## config.mk

```make
export PLATFORM = sky130hd
export DESIGN_NAME = arithmetic_unit
export DESIGN_NICKNAME = d
export VERILOG_FILES = /design/src/rtl/arith_unit_pkg.sv /design/src/rtl/arith_unit_mul.sv /design/src/rtl/arithmetic_unit.sv
export SDC_FILE = /design/constraint.sdc
export NUM_CORES = 1
export LEC_CHECK = 0
export CAP_MARGIN = 20
export CORE_MARGIN = 4
export CORE_UTILIZATION = 30
export CTS_CLUSTER_DIAMETER = 200
export DETAILED_ROUTE_END_ITERATION = 10
export SLEW_MARGIN = 10
export SYNTH_ARGS = -nofsm -noshare
export SYNTH_HDL_FRONTEND = slang
export SYNTH_SLANG_ARGS = --single-unit
```

## constraint.sdc

```tcl
create_clock -name clk -period 3.7 [get_ports clk]
set_input_delay 0.37 -clock clk [delete_from_list [all_inputs] [get_ports clk]]
set_output_delay 0.37 -clock clk [all_outputs]
set_load 0.05 [all_outputs]
```

## src/rtl/arith_unit_pkg.sv

```systemverilog
// Shared op codes and width helper for the arithmetic_unit ALU slice.
package arith_unit_pkg;

  typedef enum logic [1:0] {
    OP_ADD = 2'b00,
    OP_SUB = 2'b01,
    OP_MUL = 2'b10,
    OP_INV = 2'b11
  } op_e;

  // Result is double width so a full product never truncates.
  function automatic int result_width(input int width);
    return 2 * width;
  endfunction

endpackage

```

## src/rtl/arith_unit_mul.sv

```systemverilog
// Combinational WIDTH x WIDTH -> 2*WIDTH unsigned multiplier, kept separate for a later DSP/pipelined swap.
module arith_unit_mul
  import arith_unit_pkg::*;
#(
  parameter int WIDTH = 8
) (
  input  logic [WIDTH-1:0]                i_a,
  input  logic [WIDTH-1:0]                i_b,
  output logic [result_width(WIDTH)-1:0]  o_prod
);

  logic [result_width(WIDTH)-1:0] w_a_ext;
  logic [result_width(WIDTH)-1:0] w_b_ext;

  assign w_a_ext = {{WIDTH{1'b0}}, i_a};
  assign w_b_ext = {{WIDTH{1'b0}}, i_b};
  assign o_prod  = w_a_ext * w_b_ext;

endmodule

```

## src/rtl/arithmetic_unit.sv

```systemverilog
// Registered add/sub/mul ALU slice, 1-cycle latency, 2*WIDTH result.
// Define ARITH_UNIT_ERR_EN to add the err output flagging invalid op codes.
module arithmetic_unit
  import arith_unit_pkg::*;
#(
  parameter int WIDTH = 8
) (
  input  logic                            clk,
  input  logic                            rst,
  input  logic                            in_valid,
  input  logic [WIDTH-1:0]                a,
  input  logic [WIDTH-1:0]                b,
  input  logic [1:0]                      op,
  output logic                            out_valid,
`ifdef ARITH_UNIT_ERR_EN
  output logic [result_width(WIDTH)-1:0]  result,
  output logic                            err
`else
  output logic [result_width(WIDTH)-1:0]  result
`endif
);

  localparam int RW = result_width(WIDTH);

  logic [RW-1:0] w_a_ext;
  logic [RW-1:0] w_b_ext;
  logic [RW-1:0] w_sum;
  logic [RW-1:0] w_diff;
  logic [RW-1:0] w_prod;
  logic [RW-1:0] w_next;
  op_e           w_op;

  logic [RW-1:0] r_result;
  logic          r_valid;

  assign w_op    = op_e'(op);
  assign w_a_ext = {{WIDTH{1'b0}}, a};
  assign w_b_ext = {{WIDTH{1'b0}}, b};
  // Modulo 2^RW arithmetic: a borrow on sub fills the upper bits with ones.
  assign w_sum   = w_a_ext + w_b_ext;
  assign w_diff  = w_a_ext - w_b_ext;

  arith_unit_mul #(
    .WIDTH (WIDTH)
  ) u_mul (
    .i_a    (a),
    .i_b    (b),
    .o_prod (w_prod)
  );

  always_comb begin
    // NOTE: default assigned first so every path drives w_next and no latch is inferred.
    w_next = '0;
    case (w_op)
      OP_ADD:  w_next = w_sum;
      OP_SUB:  w_next = w_diff;
      OP_MUL:  w_next = w_prod;
      OP_INV:  w_next = '0;
      default: w_next = '0;
    endcase
  end

  // NOTE: non-blocking assignments in clocked blocks so all registers update from pre-edge values.
  always_ff @(posedge clk or posedge rst) begin
    if (rst) begin
      r_result <= '0;
      r_valid  <= 1'b0;
    end else begin
      r_valid <= in_valid;
      if (in_valid) begin
        r_result <= w_next;
      end
    end
  end

  assign result    = r_result;
  assign out_valid = r_valid;

`ifdef ARITH_UNIT_ERR_EN
  logic r_err;

  always_ff @(posedge clk or posedge rst) begin
    if (rst) begin
      r_err <= 1'b0;
    end else if (in_valid) begin
      r_err <= (w_op == OP_INV);
    end
  end

  assign err = r_err;
`endif

endmodule

```

Word-level counts from Yosys, hierarchy flattened
Cells that the tools add are included.

operators by class
  multipliers = 1
  magnitude comparators = 0
  add/subtract/negate cells = 2
  equal/unequal tests = 3
  divide/modulo/power cells = 0
  multiplexer cells = 1
  reductions and logical operators = 1
  shift operators = 0
  bitwise gates (word level) = 0

operator list
  cell                                                                   count
  16-bit case mux with 4 select lines                                    1
  8-bit by 8-bit multiplier with 16-bit output                           1
  8-bit by 8-bit adder with 9-bit output                                 1
  8-bit by 8-bit subtractor with 9-bit output                            1
  2-bit equality test, second input constant                             2
  2-bit by 1-bit equality test with 1-bit output, second input constant  1
  2-bit logical NOT                                                      1

word-level totals
  memories kept = 0
  RAM bits = 0
  input port bits = 21
  bits in latches = 0
  output and inout port bits = 17
  logic and storage cells = 10
  bits in read-only memories = 0
  flip-flop bits (word level) = 17

Longest topological paths before layout
Gate-level depths: netlist (run 1).

  word-level depth = 2
  depth in mapped cells = 17
  gate-level depth less buffers = 17

By module
A second synthesis (run 1) with hierarchy kept.

unflattened totals
  cell total of the unflattened synthesis = 422
  area, all modules = 3669.8 um^2

by module, submodules not included
  module           seq. area each (um^2)  area each (um^2)  cells an instance  times used
  arith_unit_mul   0.0                    2114.5            243                1
  arithmetic_unit  425.4                  1555.2            179                1

Least setup slack after synthesis (run 1)
OpenSTA, ideal clock, no wires.

  path kind = input -> register
  start = input port a[1]
  end = register r_result[15], in the netlist result[15]
  path slack = -0.509 ns
  arrival time = 4.076 ns
  setup time = 0.133 ns
  required time = 3.567 ns
  stages on the path = 15
  buffers on the path = 0
  cell sequence = inv_1 > nor2_1 > fa_1 > fa_1 > fa_1 > inv_1 > fa_1 > inv_1 > ha_1 > a21o_1 > a21o_1 > a211oi_1 > a21oi_1 > xnor2_1 > o21ai_0

between the ends
  word-level cells in the longest chain between the ends = 2

ends and longest elaborated chain
  element                                                                                                             RTL line                                     text
  start, declared                                                                                                     arithmetic_unit.sv:11                        input logic [WIDTH-1:0] a,
  8-bit by 8-bit multiplier with 16-bit output / 8-bit by 8-bit subtractor with 9-bit output (equally long branches)  arith_unit_mul.sv:17, arithmetic_unit.sv:41
  16-bit case mux with 4 select lines *                                                                               arithmetic_unit.sv:54                        case (w_op)
  end signal, assigned                                                                                                arithmetic_unit.sv:71                        r_result <= w_next;
  end, declared                                                                                                       arithmetic_unit.sv:33                        logic [RW-1:0] r_result;

Every way passes the cells marked *; elsewhere a longest branch is shown, timed or not.
A chain may end at the register's enable or synchronous reset.

Worst setup path in the final report (run 1)
  start = input port a[4]
  end = register r_result[7], in the netlist result[7]

between the ends
  word-level cells in the longest chain between the ends = 2

ends and longest elaborated chain
  element                                                                     RTL line               text
  8-bit by 8-bit multiplier with 16-bit output, or another cell as far along  arith_unit_mul.sv:17   assign o_prod = w_a_ext * w_b_ext;
  16-bit case mux with 4 select lines *                                       arithmetic_unit.sv:54

Marks and branches as above.

==> results.sh, run 1 <==
export IMPL_clk_root_buffer_cell="clkbuf_16"
export IMPL_vias=3097
export IMPL_cts_made_buffers=3
export IMPL_dr_wl_met3_um=207
export IMPL_die_area_mm2=0.0132
export IMPL_status="finished with violations"
export IMPL_grt_usage=0.149
export IMPL_p_per_area_mw_per_mm2=490
export IMPL_first_global_vias=3342
export IMPL_syn_nets=511
export IMPL_setup_viol=7
export IMPL_total_power_mw=2.37
export IMPL_ff2ff_setup_slack_ps=2250
export IMPL_cts_sinks=17
export IMPL_async_flop_share=1.00
export IMPL_drc_errors=0
export IMPL_relSlewSlack=0.549
export IMPL_crit_fanout=4
export IMPL_place_ws_ps=-1040
export IMPL_dp_cells=632
export IMPL_period_minus_slack_ps=3970
export IMPL_tightest_slew_ps=676
export IMPL_grt_pass1_wl_um=16100
export IMPL_syn2layout_area_growth_pct=40.7
export IMPL_synth_area_mm2=0.00344
export IMPL_reg2reg_depth=6
export IMPL_antenna_found_initial=0
export IMPL_fin_cells=641
export IMPL_routed_wl_met2_um=4900
export IMPL_start_util=0.312
export IMPL_die_h_um=115
export IMPL_io_pin_count=38
export IMPL_finalMaxSlewViolations=0
export IMPL_die_w_um=115
export IMPL_synth_main_ff_cell="dfrtp_1"
export IMPL_highest_layer="met4"
export IMPL_viasPerCell=4.83
export IMPL_synthCells=400
export IMPL_final_layout_size_suffix_gt1_frac=0.275
export IMPL_coreArea_mm2=0.0110
export IMPL_fin_tns_setup_ps=-1060
export IMPL_drv_cap=0
export IMPL_gp_congestion=0.834
export IMPL_hpwl_um=7960
export IMPL_max_vdd_ir_drop_mv=0.301
export IMPL_min_period_over_period=1.07
export IMPL_cts_buffer_depth=2
export IMPL_synth_edf_count=0
export IMPL_cp_end_kind="flop"
export IMPL_min_path_cells=1
export IMPL_drt_iter0_drc=92
export IMPL_wl_met1_um=4180
export IMPL_htreeDepth=1
export IMPL_nNetsFinal=613
export IMPL_syn_area_per_cell_um2=8.60
export IMPL_path_class="in -> reg"
export IMPL_worstSkewPairLatency_ps=240
export IMPL_setup_ws_ps=-269
export IMPL_dr_pass1_iters=4
export IMPL_ant_nets=0
export IMPL_finalClockSkew_ps=0
export IMPL_post_drt_wl_per_cell_um=14.6
export IMPL_antenna_cells=0
export IMPL_globalRouteOverflowTotal=0
export IMPL_yosysWarnings=0
export IMPL_clk_pin_slew_ps=50
export IMPL_rsz0062_at_grt="yes"
export IMPL_ys_seq_area_frac=0.124
export IMPL_timing_fmax_ghz=0.252
export IMPL_crit_arrival_ps=4090
export IMPL_violations="negative setup slack"
export IMPL_hp_class="reg -> reg"
export IMPL_synth_seq_cells=17
export IMPL_final_hold_viol_count=0
export IMPL_start_kind="primary input"
export IMPL_power_leakage_nw=2.36
export IMPL_grt_max_degree=18
export IMPL_cts_tree="built"
export IMPL_synth_distinct_cells=55
export IMPL_numPortBuffers=37
export IMPL_required_ps=3820
export IMPL_core_rowCount=38
export IMPL_wirelength_um=9380
[area by class of cell]
class,count,area [um2]
Inverter,72,279
Tap cell,140,175
Sequential cell,17,425
Timing Repair Buffer,104,900
Clock buffer,4,78.8
Multi-Input combinational cell,304,2980
Fill cell,1103,6190
[registers in the layout (all words and copies together) (netlist names)]
| register | count |
|---|---|
| result | 16 |
| out_valid | 1 |
[what timing repair did]
item / 4_1_cts / 5_1_grt
resized for setup: 84 / 47
buffers inserted: 5 / 1
endpoints found under the setup margin: 12 / 11
hold buffers: 0 / 0
pin swaps: 39 / 42
[cells in the final DEF (no fill, tap or decap), types with 8 or more instances in the layout]
master and instances:
nor2_1 21, nand2_1 13, a21o_1 9, and2_1 30, fa_1 34, inv_2 8
ha_1 45, inv_1 62, a21oi_1 20, clkdlybuf4s50_1 22, buf_4 65, dfrtp_1 17
buf_6 10
[worst max-delay path, cell delays in order]
cell and delay, ps:
buf_4 130, buf_4 130, and2_1 150, fa_2 390, fa_1 470, fa_1 490
inv_1 50, fa_1 490, inv_2 50, ha_4 240, or3_1 310, o211ai_1 250
or3b_1 400, o21ai_1 90, a211oi_1 80
[power by group]
| part | switching (mW) | internal, mW |
|---|---|---|
| clock | 0.0668 | 0.146 |
| sequential | 0.0263 | 0.234 |
| combinational | 1.01 | 0.891 |
[cells by family after synthesis]
| logic type | after synthesis | synth area share |
|---|---|---|
| xor gates and xnor gates | 12 | 0.0306 |
| buffers and inverters | 79 | 0.0909 |
| DFF | 17 | 0.124 |
| AOI/OAI and AO/OA | 92 | 0.176 |
| adders and majority gates | 90 | 0.410 |
| and+or+nand+nor | 109 | 0.165 |
| muxes | 1 | 0.00291 |
[per-stage QoR]
step | hold WS [ps] | utilization | instance area (um2)
after floorplan | 296 | - | 3550
after global placement | 485 | 0.410 | 4520
after detailed placement | 483 | 0.410 | 4520
after CTS | 496 | 0.425 | 4680
after global routing | 517 | 0.439 | 4840
final | 489 | 0.439 | 4840
[path summary, 6_finish.rpt]
kind | startpoint | to
max in group asynchronous | rst | out_valid$_DFF_PP0_
hold reg to reg | result[0]$_DFFE_PP0P_ | result[0]$_DFFE_PP0P_
setup reg to reg | result[7]$_DFFE_PP0P_ | result[7]$_DFFE_PP0P_
hold / removal | result[0]$_DFFE_PP0P_ | result[0]$_DFFE_PP0P_
min in group asynchronous | rst | result[4]$_DFFE_PP0P_
setup / recovery | a[4] | result[7]$_DFFE_PP0P_
[metal layers]
metal	global-route usage	vias to the layer above
li1	-	1538
met1	0.196	1513
met2	0.276	39
met3	0.0116	7
met4	0.0156	0
met5	0	-
[synth_stat cells (2+ instances only)]
master | count | area [um2]
o21bai_1 | 2 | 15.0
a31oi_1 | 4 | 25.0
o311ai_1 | 2 | 17.5
a21boi_0 | 3 | 22.5
a21o_1 | 9 | 67.6
ha_1 | 52 | 651
o31ai_1 | 2 | 15.0
a22oi_1 | 3 | 22.5
xnor2_1 | 7 | 61.3
buf_2 | 3 | 15.0
o211ai_1 | 3 | 22.5
nand2b_1 | 3 | 18.8
o21ai_1 | 4 | 20.0
a211oi_1 | 3 | 22.5
nand4_1 | 2 | 12.5
o21ai_0 | 10 | 50.1
nor3_1 | 4 | 20.0
or4_1 | 2 | 15.0
o221ai_1 | 3 | 26.3
fa_1 | 38 | 761
nor2b_1 | 4 | 25.0
o21a_1 | 6 | 45.0
a211o_1 | 2 | 17.5
nand3_1 | 6 | 30.0
a21oi_1 | 26 | 130
nand2_1 | 20 | 75.1
nor2_1 | 24 | 90.1
inv_1 | 70 | 263
xor2_1 | 5 | 43.8
and2_1 | 36 | 225
buf_1 | 2 | 7.51
dfrtp_1 | 17 | 425
Note: power is estimated with default switching activity, not from simulation.
==> inputs of run 2 (changes only) <==
- CAP_MARGIN: 20 -> unset
==> results of run 2 <==
The final DEF is identical to that of run 1; final timing and power are the same.
